[src/rtl/pixel_out_writer_pkg.sv]
// Shared types and default sizing for the pixel output writer and its RAM.
package pixel_out_writer_pkg;

  localparam int PIX_WIDTH = 24;
  localparam int PIX_DEPTH = 24;
  localparam int VEC_LANES = 4;

  typedef logic [PIX_WIDTH-1:0] pixel_t;

  typedef enum logic [1:0] {
    IDLE  = 2'd0,
    DRAIN = 2'd1,
    FULL  = 2'd2
  } state_t;

endpackage

[src/rtl/pixel_out_ram.sv]
// Single write port, asynchronous read pixel array; kept apart so it can become block RAM.
module pixel_out_ram
  import pixel_out_writer_pkg::*;
#(
  parameter int WIDTH = PIX_WIDTH,
  parameter int DEPTH = PIX_DEPTH,
  parameter int AW    = (DEPTH > 1) ? $clog2(DEPTH) : 1
) (
  input  logic             clk,
  input  logic             we,
  input  logic [AW-1:0]    waddr,
  input  logic [WIDTH-1:0] wdata,
  input  logic [AW-1:0]    raddr,
  output logic [WIDTH-1:0] rdata
);

  logic [WIDTH-1:0] mem [DEPTH];

  // Contents are deliberately not reset so a frame survives a writer reset.
  always_ff @(posedge clk) begin
    if (we) begin
      mem[waddr] <= wdata;
    end
  end

  assign rdata = mem[raddr];

endmodule

[src/rtl/pixel_out_writer.sv]
// Accepts pixel vectors over valid/ready and stores mask-selected lanes one per cycle
// into a sequentially filled output memory, with a combinational dump port.
module pixel_out_writer
  import pixel_out_writer_pkg::*;
#(
  parameter int WIDTH = PIX_WIDTH,
  parameter int DEPTH = PIX_DEPTH,
  parameter int LANES = VEC_LANES
) (
  input  logic                         clk,
  input  logic                         rst_n,
  input  logic                         start,
  input  logic                         vec_valid,
  output logic                         vec_ready,
  input  logic [LANES*WIDTH-1:0]       vec_data,
  input  logic [LANES-1:0]             vec_mask,
  input  logic [WIDTH-1:0]             rd_addr,
  output logic [WIDTH-1:0]             rd_data,
  output logic [$clog2(DEPTH+1)-1:0]   count,
  output logic                         done,
  output logic                         overflow
);

  localparam int CW = $clog2(DEPTH+1);
  localparam int AW = (DEPTH > 1) ? $clog2(DEPTH) : 1;
  localparam int LW = (LANES > 1) ? $clog2(LANES) : 1;
  localparam logic [CW-1:0] DEPTH_C   = CW'(DEPTH);
  localparam logic [LW-1:0] LAST_LANE = LW'(LANES-1);

  state_t               state;
  logic [CW-1:0]        wptr;
  logic [CW-1:0]        wptr_inc;
  logic [LW-1:0]        lidx;
  logic [LANES*WIDTH-1:0] vec_q;
  logic [LANES-1:0]     mask_q;

  logic                 handshake;
  logic                 room;
  logic                 lane_wr;
  logic                 last_lane;
  logic                 ram_we;
  logic [WIDTH-1:0]     lane_data;
  logic [WIDTH-1:0]     ram_rdata;

  assign handshake = vec_valid & vec_ready;
  assign room      = (wptr < DEPTH_C);
  assign lane_wr   = mask_q[lidx] & room;
  assign last_lane = (lidx == LAST_LANE);
  assign wptr_inc  = wptr + CW'(1);
  assign lane_data = vec_q[lidx*WIDTH +: WIDTH];

  // A start pulse kills the lane being drained in the same cycle.
  assign ram_we = (state == DRAIN) && !start && lane_wr;

  always_ff @(posedge clk or negedge rst_n) begin
    if (!rst_n) begin
      state     <= IDLE;
      wptr      <= '0;
      lidx      <= '0;
      vec_q     <= '0;
      mask_q    <= '0;
      vec_ready <= 1'b1;
      done      <= 1'b0;
      overflow  <= 1'b0;
    end else begin
      case (state)
        IDLE: begin
          if (handshake) begin
            vec_q     <= vec_data;
            mask_q    <= vec_mask;
            lidx      <= '0;
            state     <= DRAIN;
            vec_ready <= 1'b0;
          end
        end
        DRAIN: begin
          if (mask_q[lidx]) begin
            if (room) begin
              wptr <= wptr_inc;
              if (wptr_inc == DEPTH_C) begin
                done <= 1'b1;
              end
            end else begin
              overflow <= 1'b1;
            end
          end
          lidx <= lidx + LW'(1);
          if (last_lane) begin
            lidx <= '0;
            if ((lane_wr ? wptr_inc : wptr) == DEPTH_C) begin
              state <= FULL;
            end else begin
              state     <= IDLE;
              vec_ready <= 1'b1;
            end
          end
        end
        FULL: begin
          state <= FULL;
        end
        default: begin
          state     <= IDLE;
          vec_ready <= 1'b1;
        end
      endcase

      // start overrides everything except a handshake accepted in the same IDLE cycle,
      // which then writes from address zero of the new frame.
      if (start) begin
        wptr     <= '0;
        lidx     <= '0;
        done     <= 1'b0;
        overflow <= 1'b0;
        if (!((state == IDLE) && handshake)) begin
          state     <= IDLE;
          vec_ready <= 1'b1;
        end
      end
    end
  end

  pixel_out_ram #(
    .WIDTH (WIDTH),
    .DEPTH (DEPTH),
    .AW    (AW)
  ) u_ram (
    .clk   (clk),
    .we    (ram_we),
    .waddr (wptr[AW-1:0]),
    .wdata (lane_data),
    .raddr (rd_addr[AW-1:0]),
    .rdata (ram_rdata)
  );

  assign rd_data = (rd_addr < WIDTH'(DEPTH)) ? ram_rdata : '0;
  assign count   = wptr;

endmodule

[config.mk]
export PLATFORM = sky130hd
export DESIGN_NAME = pixel_out_writer
export DESIGN_NICKNAME = d
export VERILOG_FILES = /design/src/rtl/pixel_out_writer_pkg.sv /design/src/rtl/pixel_out_ram.sv /design/src/rtl/pixel_out_writer.sv
export SDC_FILE = /design/constraint.sdc
export NUM_CORES = 1
export LEC_CHECK = 0
export CAP_MARGIN = 20
export CORE_MARGIN = 2
export CORE_UTILIZATION = 40
export CTS_CLUSTER_SIZE = 10
export DETAILED_ROUTE_END_ITERATION = 16
export PLACE_DENSITY = 0.69
export SLEW_MARGIN = 20
export SYNTH_ARGS = -nofsm -noshare
export SYNTH_HDL_FRONTEND = slang
export SYNTH_HIERARCHICAL = 1
export SYNTH_SLANG_ARGS = --single-unit
[constraint.sdc]
create_clock -name clk -period 3.64 [get_ports clk]
set_input_delay 0.546 -clock clk [delete_from_list [all_inputs] [get_ports clk]]
set_output_delay 0.546 -clock clk [all_outputs]
set_load 0.02 [all_outputs]
==> metrics <==
full die area=70700 sq um; register area share after synthesis=73.26%; synthesized flop and latch total=~690; WP buf/inv=3; Worst EP required=just over 3 ns; Synth cell types=46; DRC viols=0; critical path endpoint category=output pin; Int Power=~16 mW; Logic pwr share=between 10% and 20%; RePlAce Congestion=around 0.76; Yosys warning count=6; clk slew on worst S/H paths=0.05 ns; CP peak stage delay=0.69 ns; Post-Route WL=between 60000 and 70000 microns; post-synth top area cell=edfxtp_1; Resized cells post-CTS=0; crit path launch type=input port; endpoints failing hold=0; via count=around 14000; Starting Density=between 40% and 50%; clock root cell=clkbuf_16; Switching Share=a little over a quarter; part of the cycle the worst path needs=a little over nine tenths; vias per cell=5.629; antenna violations before repair=4; Max-slew headroom=31.84%; Synth top cells by count=edfxtp_1, mux2i_1, mux4_2; # nets final=about 1800; Syn Nets=about 1500; hold buffer count at cts=0; WP data arrival=3.06 ns; count of final setup violators=0; WL per Instance=25.74 microns; PD cells=approximately 670 nW/um^2; final worst clock skew=0.01565 ns; first-pass GRT wire length=around 96000 microns; Clock power frac=31.2%; GRT Total Usage=approximately a fifth; share of layout cells above drive strength 1=between 20% and 30%; worst slew pin tran=1.022 ns; DR pass1 iterations=5; Net Sw Power=just under 6 mW; RSZ-0062 raised after global routing=false; IO Count=160; chip width=between 200 and 300 microns; die height=265.9 microns; top cell type's share of synthesized area=between 60% and 70%; HP Class=input port to async pin; CP delay by family, top=buffers and inverters; ys async rst share=16.28%; CTS Buf Count=79; Max VDD drop=a little over 600 uV; Mapped Area=27440 sq um; Max Slew Vio Count=0; post-CTS setup buffers=0; DPL Wire Length=about 40000 microns; gr ovfl total=0; setup tns final=0 ns; htree depth=3; Area contributors post-synth=edfxtp_1, dfrtp_1, mux4_2, mux2i_1, mux2_2; worst skew pair latency=0.61 ns; core area=68230 sq um; final core occ=~48%; Min Clock Period, post-route=around 3.6 ns; outcome=finished clean; Mapped Cells=between 1000 and 1500; most frequent cell after synthesis=edfxtp_1; Initial DRC Count=roughly 1500; ys flop type=edfxtp_1; max_cap viols=0; cells along the critical path=buf_4, buf_12, mux4_2, mux2i_1, o311ai_1, and2_1, clkdlybuf4s50_1; Design Power=between 20 and 25 mW; critical path's slowest cell=o311ai_1; CTS tree=built; Post-synth EDFFs=roughly 580; Flop pwr share=roughly half; P&R area growth vs syn=19.12%; Max Root-Sink Buffers=3; clk sinks=around 690; Leak=around 11 nW; num rows=96; Port Buffers=approximately 160; Setup CP Type=input port to output pin; Filler Cells Inserted=between 5000 and 6000; number of global-route vias before repair=approximately 15000; CP Max Fanout=26; Avg Cell Area, Syn=~20 sq um; ANT nets after route=0; fmax=around 280 MHz; largest net degree at the start of global routing=approximately 100
[flip-flops by register name (all words and copies together) (netlist names), 2 cells and up]
| register | cells |
|---|---|
| count | 5 |
| lidx | 2 |
| mask_q | 4 |
| state | 2 |
| u_ram/mem | 576 |
| vec_q | 96 |
[cell families (layout without fill, tap and decap cells)]
family	after synthesis	after routing	synth area share (%)
flip-flops	688	688	73.26
multiplexers	342	342	18.49
AND/OR/NAND/NOR	148	148	2.709
AO/OA/AOI/OAI	116	116	3.388
buffers and inverters	90	353	1.993
adder cells (fa/ha/maj)	2	2	0.09119
XOR/XNOR	2	2	0.06386
other	0	3	0
[through the flow]
| stage | cells | hold slack (ns) | area, sq um | setup WS [ns] |
|---|---|---|---|---|
| final | 2536 | 0.002298 | 32680 | 0.03670 |
| after global routing | 2535 | 0.05857 | 32680 | 0.01772 |
| after CTS | 2533 | 0.01959 | 32670 | 0.04936 |
| after detailed placement | 2435 | 0.4883 | 30540 | 0.04157 |
| after global placement | 2435 | 0.4827 | 30540 | 0.003180 |
| after floorplan | 1388 | 0.2504 | 27440 | 0.3634 |
[area by class of cell]
class | instances | area, sq um | share of cell area [%]
repair buffers | 251 | 2441 | 7.469
flip-flops and latches | 688 | 20100 | 61.51
clock inverters | 6 | 100.1 | 0.3063
inverters | 4 | 15.01 | 0.04594
clock buffers | 92 | 2036 | 6.229
diodes | 3 | 7.507 | 0.02297
multi-input cells | 610 | 6877 | 21.04
well taps | 882 | 1104 | 3.377
[final timing paths]
kind | from | endpoint | slack [ns] | depth (start not counted)
max reg2reg | lidx[0] | u_ram/mem[20][18] | 0.74 | 6
max | rd_addr[1] | rd_data[2] | 0.04 | 7
min in group clk | vec_q[44] | vec_q[44] | 0.50 | 1
min reg2reg | vec_q[44] | vec_q[44] | 0.50 | 1
max in group asynchronous | rst_n | vec_q[6] | 2.87 | 2
min | rst_n | vec_q[61] | 0.002 | 1
[routing by layer]
metal  track usage (%)  vias up  part of all wire, %
met5                 0        -                    0
met2             31.30      512                   50
met3             3.706       99                  7.0
met4             6.909        0                  2.8
met1             24.29     7541                   40
li1                  -     6124                    -
[power groups by stage]
stage | logic (mW) | registers, mW | clock network (mW)
floorplan | 2.48 | 11.0 | 0
global placement | 3.88 | 11.1 | 0
detailed placement | 4.08 | 11.2 | 0
CTS | 4.08 | 11.0 | 6.96
global route | 4.35 | 11.1 | 7.27
finish | 3.98 | 11.0 | 6.80
[placed cells by master (no fill, tap or decap), types with 27 or more instances in the layout]
cell,synthesis,layout
edfxtp_1,576,576
clkdlybuf4s50_1,0,154
and2_1,27,27
clkbuf_16,0,79
mux4_2,118,118
nand3_1,28,28
mux2i_1,121,121
dfrtp_1,111,110
buf_4,9,81
mux2_2,100,100
nand2_1,30,30
Power figures use the tool's default switching activity.
==> edit, RTL diff (config.mk and constraints unchanged) <==
Make the reset (`rst_n`) synchronous in one clocked block. Comments in the files are not updated.
--- a/src/rtl/pixel_out_writer.sv
+++ b/src/rtl/pixel_out_writer.sv
@@ -53,5 +53,5 @@
   assign ram_we = (state == DRAIN) && !start && lane_wr;
 
-  always_ff @(posedge clk or negedge rst_n) begin
+  always_ff @(posedge clk) begin
     if (!rst_n) begin
       state     <= IDLE;
Function: differs if rst_n is asserted again (counterexample within 4 cycles, from zero or initial values and one cycle with rst_n low); with rst_n held inactive, the same outputs for 4 cycles.
==> edit against the original RTL <==
Final area fell by 0.59%; hold slack improved by 0.46 ns; clock skew rose by 0.042 ns; worst setup slack improved by 0.14 ns; fmax rose by 4.0%; wire length rose by 3.4%; sequential cell count did not move; core utilization rose by 0.22 points; synthesized area fell by 0.16%; highest routed layer unchanged.
Power is not compared: it rests on default switching activity, and its combinational part moved more than twofold at a synthesized area within 25%.
==> edit: results (changes against the original RTL) <==
cts_resized: 0  # unchanged
synth-seq-area-share_pct: 71.3  # -1.9 points
postCtsSetupRepairBufs: 0  # unchanged
cpPeakStageDelay_ns: 0.70
crit_start: "rd_addr[2]"
cts_buffers: 80  # +1.3%
clkLatencyLatePin_ns: 0.63  # +0.02 ns
hold_class: "reg2reg"
cp.required_ns: 3.09  # about the same
critical_path_peak_fanout: 13  # -50%
leakage_nw: 10.7
fin_nets: 1953  # +11%
clk_pin_slew_worst_paths_ns: 0.05  # about the same
largest_register_ffs: 576  # unchanged
initialDrtViolationCount: 1630  # +11%
routedWlPerCell_um: 24.8  # -3.6%
fin_skew_ns: 0.0574  # +0.0417 ns
ys_types: 45  # -2.2%
grt_pass1_vias: 15900  # +5.8%
slowest_stage: "and2_1"
switching_share_pct: 21.5
gp_congestion: 0.782  # +2.9%
status: "finished, final reports clean"
fill_cells: 5575  # +0.85%
synth.area.top_cells: "edfxtp_1 (63%), mux4_2 (9.9%), dfxtp_1 (8.2%), mux2i_1 (4.5%), nand2_1 (3.2%)"
yosys-top-cells-count: "edfxtp_1 (576), nand2_1 (233), mux2i_1 (122), mux4_2 (121), dfxtp_1 (112)"
grt_pass1_wl_um: 101000  # +4.5%
async_flop_share_pct: 0  # -16 points
clk_path_buf_depth: 3  # unchanged
synth_warnings: 6  # unchanged
vias: 15200  # +6.4%
irDropWorstVdd_mv: 0.302
grt_max_degree: 102  # -0.97%
dp_hpwl_um: 41300  # +3.4%
tns_ns: 0  # unchanged
grt.total_usage_pct: 19.3  # +0.64 points
syn_avg_cell_area_um2: 17.0  # -14%
cts_root_buffer: "clkbuf_16"
timing.rr.start: "state[0]"
grt_antenna_before_repair: 1  # -3
synth-edff-count: 576  # unchanged
critPathTopFamily: "buffers and inverters"
r2r_cells: 6  # unchanged
syn-num-nets: 1741  # +15%
hold_start: "vec_q[87]"
top_register: "u_ram/mem"
dp_cells: 2613  # +7.3%
first_pass_iters: 5  # unchanged
gr-total-overflow: 0  # unchanged
slew_headroom_pct: 37.9  # +6.1 points
drive_gt1_share_pct: 18.8  # -7.6 points
dp_slack_ns: 0.175  # +0.134 ns
fin_cells: 2719  # +7.2%
## edit: kinds of logic after synthesis
logic type | count (synthesis) | share of synthesized area [%]
simple gates | 356 | 5.72
compound gates | 211 | 6.06
mux | 243 | 14.4
flops | 688 | 71.3
buf+inv | 107 | 2.28
fa+ha+maj | 3 | 0.137
xor+xnor | 2 | 0.0640
## edit: path summary, 6_finish.rpt
kind / to / slack [ns]
setup reg to reg: u_ram/mem[20][20] / 0.51
hold reg to reg: vec_q[87] / 0.46
hold / removal: vec_q[87] / 0.46
setup / recovery: rd_data[0] / 0.18
## edit: worst min-delay path, stage by stage, from the launching register on
cell,delay (ns)
dfxtp_1,0.30
nand2_1,0.04
a21boi_0,0.06
## edit: power by group through the flow
stage	clock, mW	combinational [mW]	sequential (mW)
final	7.03	1.07	8.71
after detailed placement	0	1.08	8.87
after global placement	0	1.05	8.86
after global routing	7.49	1.16	8.71
after floorplan	0	0.637	8.85
after CTS	7.17	1.08	8.71
## edit: layout make-up
class | count | share of cell area [%]
Antenna cell | 1 | 0.00770
Clock inverter | 11 | 0.535
Sequential cell | 688 | 60.1
Timing Repair Buffer | 237 | 7.11
Multi-Input combinational cell | 815 | 22.5
Clock buffer | 94 | 6.35
Tap cell | 873 | 3.36
## edit: stage by stage
stage | instance area [um^2] | util, % | hold WS [ns]
after floorplan | 27400 | - | 0.440
after global placement | 30200 | 44.8 | 0.448
after detailed placement | 30200 | 44.8 | 0.453
after CTS | 32500 | 48.1 | 0.452
after global routing | 32500 | 48.1 | 0.480
final | 32500 | 48.1 | 0.458
## edit: layer usage
metal	wire (um)	GRT usage, %	up-vias
met2	33200	32.1	566
met3	4630	3.96	118
met5	0	0.277	-
met1	27500	25.2	7805
met4	2090	7.30	0
li1	-	-	6705
